## config.mk

```make
export PLATFORM = sky130hd
export DESIGN_NAME = tabla_barrido
export DESIGN_NICKNAME = d
export VERILOG_FILES = /design/src/rtl/tabla_pkg.sv /design/src/rtl/contador_espera.sv /design/src/rtl/tabla_barrido.sv
export SDC_FILE = /design/constraint.sdc
export NUM_CORES = 1
export LEC_CHECK = 0
export CORE_UTILIZATION = 34
export CTS_BUF_LIST = sky130_fd_sc_hd__clkbuf_8
export DETAILED_ROUTE_END_ITERATION = 12
export PLACE_DENSITY = 0.63
export SLEW_MARGIN = 20
export SYNTH_ARGS = -nofsm -noshare
export SYNTH_HDL_FRONTEND = slang
export SYNTH_SLANG_ARGS = --single-unit
```

## constraint.sdc

```tcl
create_clock -name clk -period 5.76 [get_ports clk]
set_clock_uncertainty 0.2 [all_clocks]
set_input_delay 0.576 -clock clk [delete_from_list [all_inputs] [get_ports clk]]
set_output_delay 0.576 -clock clk [all_outputs]
set_load 0.01 [all_outputs]
```

## src/rtl/tabla_pkg.sv

```systemverilog
// Shared types and sizes for the tabla_barrido truth-table sweeper.
// Optional capture of the reference truth table is enabled with CAPTURA_TABLA_EN.
package tabla_pkg;

  typedef enum logic [1:0] {
    IDLE   = 2'd0,
    SETTLE = 2'd1,
    CHECK  = 2'd2,
    FIN    = 2'd3
  } state_t;

  localparam int NUM_VEC = 32;
  localparam int VEC_W   = 5;
  localparam int CNT_W   = 6;
  localparam int HOLD_W  = 4;

  localparam logic [VEC_W-1:0] VEC_LAST = 5'd31;

  // Mismatch count stops at NUM_VEC instead of wrapping.
  function automatic logic [CNT_W-1:0] sat_inc(input logic [CNT_W-1:0] v);
    logic [CNT_W-1:0] r;
    if (v >= CNT_W'(NUM_VEC)) begin
      r = v;
    end else begin
      r = v + 6'd1;
    end
    return r;
  endfunction

endpackage

```

## src/rtl/contador_espera.sv

```systemverilog
// Down-counter that times the settle interval of each stimulus vector.
// tc is high while the count is zero; load takes priority over enable.
module contador_espera
  import tabla_pkg::*;
#(
  parameter int W = HOLD_W
) (
  input  logic         clk,
  input  logic         reset,
  input  logic         load,
  input  logic         enable,
  input  logic [W-1:0] load_val,
  output logic         tc
);

  logic [W-1:0] count;

  // Settle counter register: load, count down to zero, then hold.
  always_ff @(posedge clk) begin
    if (reset) begin
      count <= '0;
    end else if (load) begin
      count <= load_val;
    end else if (enable && (count != '0)) begin
      count <= count - W'(1);
    end else begin
      count <= count;
    end
  end

  assign tc = (count == '0);

endmodule

```

## src/rtl/tabla_barrido.sv

```systemverilog
// Sweeps all 32 input vectors, holds each HOLD_CYC cycles, then compares f_ref
// against f_min and records mismatches. Define CAPTURA_TABLA_EN to add the tabla output.
module tabla_barrido
  import tabla_pkg::*;
#(
  parameter int HOLD_CYC = 2
) (
  input  logic               clk,
  input  logic               reset,
  input  logic               start,
  output logic [VEC_W-1:0]   vec,
  input  logic               f_ref,
  input  logic               f_min,
  output logic               busy,
  output logic               done,
  output logic [CNT_W-1:0]   err_cnt,
  output logic [VEC_W-1:0]   first_err,
  output logic               first_err_vld
`ifdef CAPTURA_TABLA_EN
  ,
  output logic [NUM_VEC-1:0] tabla
`endif
);

  // The counter reaches terminal count after HOLD_CYC SETTLE cycles.
  localparam logic [HOLD_W-1:0] HOLD_LOAD = HOLD_W'(HOLD_CYC - 1);

  state_t state;
  state_t state_nx;
  logic   cnt_load;
  logic   cnt_en;
  logic   cnt_tc;
  logic   sweep_clr;
  logic   check_now;
  logic   vec_inc;

  contador_espera #(
    .W(HOLD_W)
  ) u_espera (
    .clk     (clk),
    .reset   (reset),
    .load    (cnt_load),
    .enable  (cnt_en),
    .load_val(HOLD_LOAD),
    .tc      (cnt_tc)
  );

  // FSM state register.
  always_ff @(posedge clk) begin
    if (reset) begin
      state <= IDLE;
    end else begin
      state <= state_nx;
    end
  end

  // Next-state and per-cycle control strobes.
  always_comb begin
    state_nx  = state;
    cnt_load  = 1'b0;
    cnt_en    = 1'b0;
    sweep_clr = 1'b0;
    check_now = 1'b0;
    vec_inc   = 1'b0;
    case (state)
      IDLE, FIN: begin
        if (start) begin
          state_nx  = SETTLE;
          cnt_load  = 1'b1;
          sweep_clr = 1'b1;
        end else begin
          state_nx  = state;
        end
      end
      SETTLE: begin
        if (cnt_tc) begin
          state_nx = CHECK;
        end else begin
          cnt_en   = 1'b1;
        end
      end
      CHECK: begin
        check_now = 1'b1;
        if (vec == VEC_LAST) begin
          state_nx = FIN;
        end else begin
          state_nx = SETTLE;
          cnt_load = 1'b1;
          vec_inc  = 1'b1;
        end
      end
      default: begin
        state_nx = IDLE;
      end
    endcase
  end

  // Stimulus vector, mismatch bookkeeping and registered status flags.
  always_ff @(posedge clk) begin
    if (reset) begin
      vec           <= '0;
      err_cnt       <= '0;
      first_err     <= '0;
      first_err_vld <= 1'b0;
      busy          <= 1'b0;
      done          <= 1'b0;
    end else begin
      if (sweep_clr) begin
        vec           <= '0;
        err_cnt       <= '0;
        first_err     <= '0;
        first_err_vld <= 1'b0;
      end else begin
        if (check_now && (f_ref != f_min)) begin
          err_cnt <= sat_inc(err_cnt);
          if (!first_err_vld) begin
            first_err     <= vec;
            first_err_vld <= 1'b1;
          end else begin
            first_err     <= first_err;
            first_err_vld <= first_err_vld;
          end
        end else begin
          err_cnt       <= err_cnt;
          first_err     <= first_err;
          first_err_vld <= first_err_vld;
        end
        if (vec_inc) begin
          vec <= vec + 5'd1;
        end else begin
          vec <= vec;
        end
      end
      busy <= (state_nx == SETTLE) || (state_nx == CHECK);
      done <= (state_nx == FIN);
    end
  end

`ifdef CAPTURA_TABLA_EN
  // Captured reference truth table, one bit per vector.
  always_ff @(posedge clk) begin
    if (reset) begin
      tabla <= '0;
    end else if (sweep_clr) begin
      tabla <= '0;
    end else if (check_now) begin
      tabla[vec] <= f_ref;
    end else begin
      tabla <= tabla;
    end
  end
`endif

endmodule

```

==> results of run 1 <==
==> synthesized netlist by cell type, types with 2 or more instances <==
library cell / instances
mux2i_1: 7
nor3b_1: 2
inv_1: 9
a21oi_1: 12
dfxtp_1: 25
nand2b_1: 2
ha_1: 8
o31ai_1: 3
or4_1: 3
or3_1: 2
nor3_1: 3
nor2_1: 7
clkbuf_1: 5
nor2b_1: 3
nand2_1: 15
nand3b_1: 3
nand3_1: 7
xor2_1: 3
o21ai_0: 3
==> power by group <==
| group | switching, W | leakage, nW | internal (W) |
|---|---|---|---|
| logic | 0.0000580 | 0.310 | 0.0000423 |
| registers | 0.00000732 | 0.202 | 0.000184 |
| clock network | 0.0000514 | 0.0255 | 0.0000483 |
| total | 0.000117 | 0.538 | 0.000274 |
==> worst min-delay path: cells and delay by family, from the launching register on <==
kind / cells / cell delay (ps)
DFF: 1 / 320
and+or+nand+nor: 1 / 50
muxes: 1 / 50
==> through the flow <==
step / worst slack, ps / instances / util / hold WS [ps]
6_report: 3430 / 204 / 0.453 / 259
5_1_grt: 3310 / 204 / 0.453 / 285
4_1_cts: 3430 / 204 / 0.453 / 262
3_5_place_dp: 3320 / 200 / 0.439 / 248
3_3_place_gp: 3400 / 200 / 0.439 / 244
2_1_floorplan: 3640 / 136 / - / 279
==> sequential cells by signal, indices dropped and copies added, names as in the netlist <==
name / count
busy: 1
done: 1
err_cnt: 6
first_err: 5
first_err_vld: 1
state: 2
u_espera.count: 4
vec: 5
==> area by class of cell <==
type	instances	area (µm²)
Inverter	9	33.8
Multi-Input combinational cell	97	656
Sequential cell	25	500
Timing Repair Buffer	23	230
Fill cell	355	1840
Clock buffer	3	41.3
Tap cell	46	57.6
Clock inverter	1	5.00
==> how the worst max path moves through the flow <==
stage | start | to | slack [ps] | depth (start not counted)
final | u_espera.count[0] | busy | 3430 | 7
after global placement | f_min | first_err[2] | 3400 | 4
after global routing | u_espera.count[0] | busy | 3310 | 7
after detailed placement | reset | first_err[4] | 3320 | 4
after floorplan | u_espera.count[0] | busy | 3640 | 7
after CTS | u_espera.count[0] | busy | 3430 | 7
==> kinds of logic (layout without fill, tap and decap cells) <==
| group | Yosys count | in the layout |
|---|---|---|
| xor gates and xnor gates | 4 | 4 |
| muxes | 7 | 7 |
| adders and majority gates | 8 | 8 |
| AOI/OAI and AO/OA | 25 | 25 |
| DFF | 25 | 25 |
| buffers and inverters | 14 | 36 |
| and+or+nand+nor | 53 | 53 |
==> routing by layer <==
layer	global-route usage	routed length, µm	vias up
li1	-	-	526
met1	0.177	1140	467
met2	0.233	1130	23
met3	0.0378	80	2
met4	0.0286	13	0
met5	0	0	-
==> cell usage in the layout (no fill, tap or decap), types with 3 or more instances in the layout <==
cell and n:
nor2_1 7, or4_1 3, dfxtp_1 25, ha_1 8
nand2_1 15, nand3b_1 3, mux2i_1 7, xor2_1 3
inv_1 9, o21ai_0 3, clkdlybuf4s50_1 23, nand3_1 7
clkbuf_8 3, a21oi_1 12, o31ai_1 3, nor2b_1 3
nor3_1 3
==> metrics.txt, run 1 <==
CP delay by family, top=simple AND/OR/NAND/NOR gates; Pleak=0.538 nW; Hold Vio Cnt, Final=0; total wire length=2370 µm; CTS tree=yes; cell accounting for the most synthesized area=dfxtp_1; CTS root buf=clkbuf_8; routed vias/inst=4.99; critical path class=register to register; clk buf depth=2; reg2reg path depth=7; Synth Area in Simple Gates=0.241; CP required=5700 ps; vias in the first global route=946; synthesized cell area=1210 µm²; Main synth FF type=dfxtp_1; Syn Inst Count=136; DR iter-0 viols=31; initial antenna violation count=0; mux contribution to synthesized area=0.0580; routability congestion estimate=0.811; total core area=3360 µm²; worst skew pair latency=260 ps; final setup TNS=0 ps; Max stage delay cell, worst path=or3b_2; MaxCap Viol Count=0; Crit Path Max Fanout=4; total CTS buffers=3; Post-Synth Adder-Cell Area=0.0828; Final min period=2330 ps; Buffers on Ports=23; RSZ-0062 raised after global routing=false; Top Ports=24; Critical Path Start Type=register; Area after DPL=1480 µm²; Clock transition at path regs=80 ps; Worst slew margin=0.433; Tot Pwr=0.000391 W; total gr overflow=0; Initial Util=0.359; Synth Area in XOR/XNOR=0.0290; Final Cycle Share=0.404; sequential fraction of the synthesis area=0.414; Async SR Flop Fraction=0; H-tree depth=1; hold buffer count at cts=0; hpwl dp=1800 µm; WP buf/inv=1; vias after detailed routing=1018; FF-to-FF Start=u_espera.count[0]; GR Util All Layers=0.138; nets@finish=172; crit path DAT=2270 ps; synth top area cells=dfxtp_1, ha_1, mux2i_1, a21oi_1, nand2_1; pwr/cell area=256 nW/µm²; # DRC=0; Fmax=430 MHz; chip height=61.6 µm; global-route wire length before repair=3910 µm; Setup-failing EPs final=0; fraction of layout cells with a size suffix above 1=0.0506; Synth top area share=0.414; clk sinks=25; Worst R2R Setup Slack=3430 ps; DRT antenna net count=0; Die X-Extent=61.6 µm; largest net degree at the start of global routing=15; die area=3800 µm²; # resized after CTS=0; synth unique cells=33; worst hold stages=2; Slew Limit Fails=0; number of synthesized flops with an enable pin=0; Synthesized Nets=149; Hold Crit Start=first_err[2]; VDD IR max=158 µV; Yosys warnings=0; synthesized area per cell=8.89 µm²; compound-cell area share of the yosys netlist=0.131; Crit Reg-Reg Endpoint=busy; worst-path cell chain=inv_1 > ha_1 > or3b_2 > a311oi_1 > nor2_1 > ha_1 > nor2b_1; final instance area=1520 µm²; hold endpoint=first_err[2]; Critical Path Max Stage Delay=500 ps; ant diodes=0; Worst-Margin Slew=850 ps; main combinational cell family by area after synthesis=simple AND/OR/NAND/NOR gates; most frequent CP cell=ha_1; Post-CTS Setup Inserts=0; Yosys reg bits=25; Hold Crit Class=register to register; Rows=21; routed len/inst=11.6 µm; Area growth syn-to-layout=26.1%; Setup crit end kind=register; drt pass-1 iters=4; status=completed
(Power assumes the default switching activity.)
==> run 2: changes to the inputs <==
Settings changed: PLACE_DENSITY 0.63 to 0.65.
Clock period 5.76 ns to 2 ns, I/O delays scaled along.
==> run 2 against run 1 <==
Compared with the run above: fmax rose by 17%; critical endpoint unchanged; critical path depth unchanged; sequential share of layout area fell by 2.3 points; first-iteration DRC count increased by 110%; final cell count is 5.9% higher; clock power grew to 3.0 times the previous value; worst hold slack better by 4.7 ps; total power rose to 3.2 times the previous value; non-clock buffer count increased by 12.
==> metrics.txt, run 2 (synthesis results as in run 1) <==
status=completed (unchanged); Area growth syn-to-layout=36.3% (was 26.1%); Crit Path Max Fanout=4 (unchanged); Top Ports=24 (unchanged); Buffers on Ports=23 (unchanged); most frequent cells in the layout=dfxtp_1, clkdlybuf4s50_1, nand2_1 (unchanged); H-tree depth=1 (unchanged); Setup-failing EPs final=0 (unchanged); max reg flops=6 (unchanged); crit path DAT=1950 ps (was 2270 ps); Initial Util=0.359 (unchanged); final instance area=1650 µm² (was 1520 µm²); ant diodes=0 (unchanged); VDD IR max=343 µV (was 158 µV); Slew Limit Fails=0 (unchanged); worst skew pair latency=270 ps (was 260 ps); MaxCap Viol Count=0 (unchanged); Rows=21 (unchanged); routed vias/inst=4.99 (about the same); Fmax=504 MHz (was 430 MHz); CP required=1970 ps (was 5700 ps); Critical Path Start Type=register (unchanged); Worst slew margin=0.639 (was 0.433); Clock transition at path regs=90 ps (was 80 ps); # DRC=0 (unchanged); PnR worst setup slack=15.6 ps (was 3430 ps); routability congestion estimate=0.807 (was 0.811); Final Cycle Share=0.992 (was 0.404); largest net degree at the start of global routing=15 (unchanged); nets@finish=184 (was 172); total gr overflow=0 (unchanged); chip height=61.6 µm (unchanged); clk sinks=25 (unchanged); total wire length=2550 µm (was 2370 µm); RSZ-0062 raised after global routing=true (was false); worst hold stages=2 (unchanged); Area after DPL=1570 µm² (was 1480 µm²); Final min period=1980 ps (was 2330 ps); dpl ws=0.658 ps (was 3320 ps); global-route wire length before repair=4200 µm (was 3910 µm); clk buf depth=2 (unchanged); drt pass-1 iters=4 (unchanged); Largest Register=err_cnt (unchanged); Setup crit end kind=register (unchanged); DRT antenna net count=0 (unchanged); Pleak=0.602 nW (was 0.538 nW); critical path class=register to register (unchanged); Die X-Extent=61.6 µm (unchanged); reg2reg path depth=7 (unchanged); fraction of layout cells with a size suffix above 1=0.165 (was 0.0506); Worst-Margin Slew=539 ps (was 850 ps); CTS tree=yes (unchanged); vias in the first global route=1043 (was 946); initial antenna violation count=0 (unchanged); DR iter-0 viols=64 (was 31); hpwl dp=1940 µm (was 1800 µm); vias after detailed routing=1078 (was 1018); routed len/inst=11.8 µm (was 11.6 µm); Hold Crit Class=register to register (unchanged); Hold Vio Cnt, Final=0 (unchanged); biggest regs=err_cnt (6), first_err (5), vec (5) (unchanged); total CTS buffers=3 (unchanged); GR Util All Layers=0.149 (was 0.138); hold buffer count at cts=0 (unchanged); pwr/cell area=749 nW/µm² (was 256 nW/µm²); die area=3800 µm² (unchanged); total core area=3360 µm² (unchanged); CTS root buf=clkbuf_8 (unchanged)
run 2: cell count changes in the layout (fill, tap and decap cells not counted), moves of 2 or more:
cell,delta
inv_1,-2
buf_4,+12
inv_2,+2
dfxtp_1,-2
dfxtp_2,+2
run 2: cell type report:
type	count	area, µm²
Tap cell	46	57.6
Clock inverter	1	5.00
Fill cell	338	1720
Timing Repair Buffer	35	320
Clock buffer	3	41.3
Inverter	9	33.8
Sequential cell	25	503
Multi-Input combinational cell	97	687
run 2: where the power goes:
group / leakage [nW] / internal [W] / switching, W
sequential: 0.203 / 0.000530 / 0.0000223
clock: 0.0255 / 0.000139 / 0.000158
combinational: 0.373 / 0.000188 / 0.000197
run 2: per-stage QoR:
stage	power [W]	util	std cells	TNS, ps	hold slack, ps
after CTS	0.00120	0.480	215	0	268
after global placement	0.000886	0.467	211	0	244
after global routing	0.00131	0.490	216	-62.6	297
final	0.00123	0.490	216	0	263
after floorplan	0.000783	-	136	0	200
after detailed placement	0.000901	0.467	211	0	256
run 2: worst max-delay path: stages, from the launching register on:
cell     delay [ps]
dfxtp_2         340
inv_2            60
ha_4            130
or3b_4          400
a211o_1         320
nand3_1          90
ha_1            230
nor2b_1         120
run 2: per-layer routing:
| layer | vias to the layer above | wire length (µm) | global-route usage |
|---|---|---|---|
| li1 | 548 | - | - |
| met1 | 493 | 1090 | 0.159 |
| met2 | 30 | 1310 | 0.269 |
| met3 | 7 | 94 | 0.0357 |
| met4 | 0 | 53 | 0.0825 |
| met5 | - | 0 | 0 |
run 2: final timing paths:
kind | start | endpoint | slack [ps]
max reg2reg | u_espera.count[1] | busy | 20
max | u_espera.count[1] | busy | 20
min | first_err[4] | first_err[4] | 260
min reg2reg | first_err[4] | first_err[4] | 260
run 2: timing repair:
item	in CTS	in global routing
gates resized for setup	0	9
setup buffers	0	1
pin swaps	1	4
setup endpoints to repair	1	4
cloned	0	0
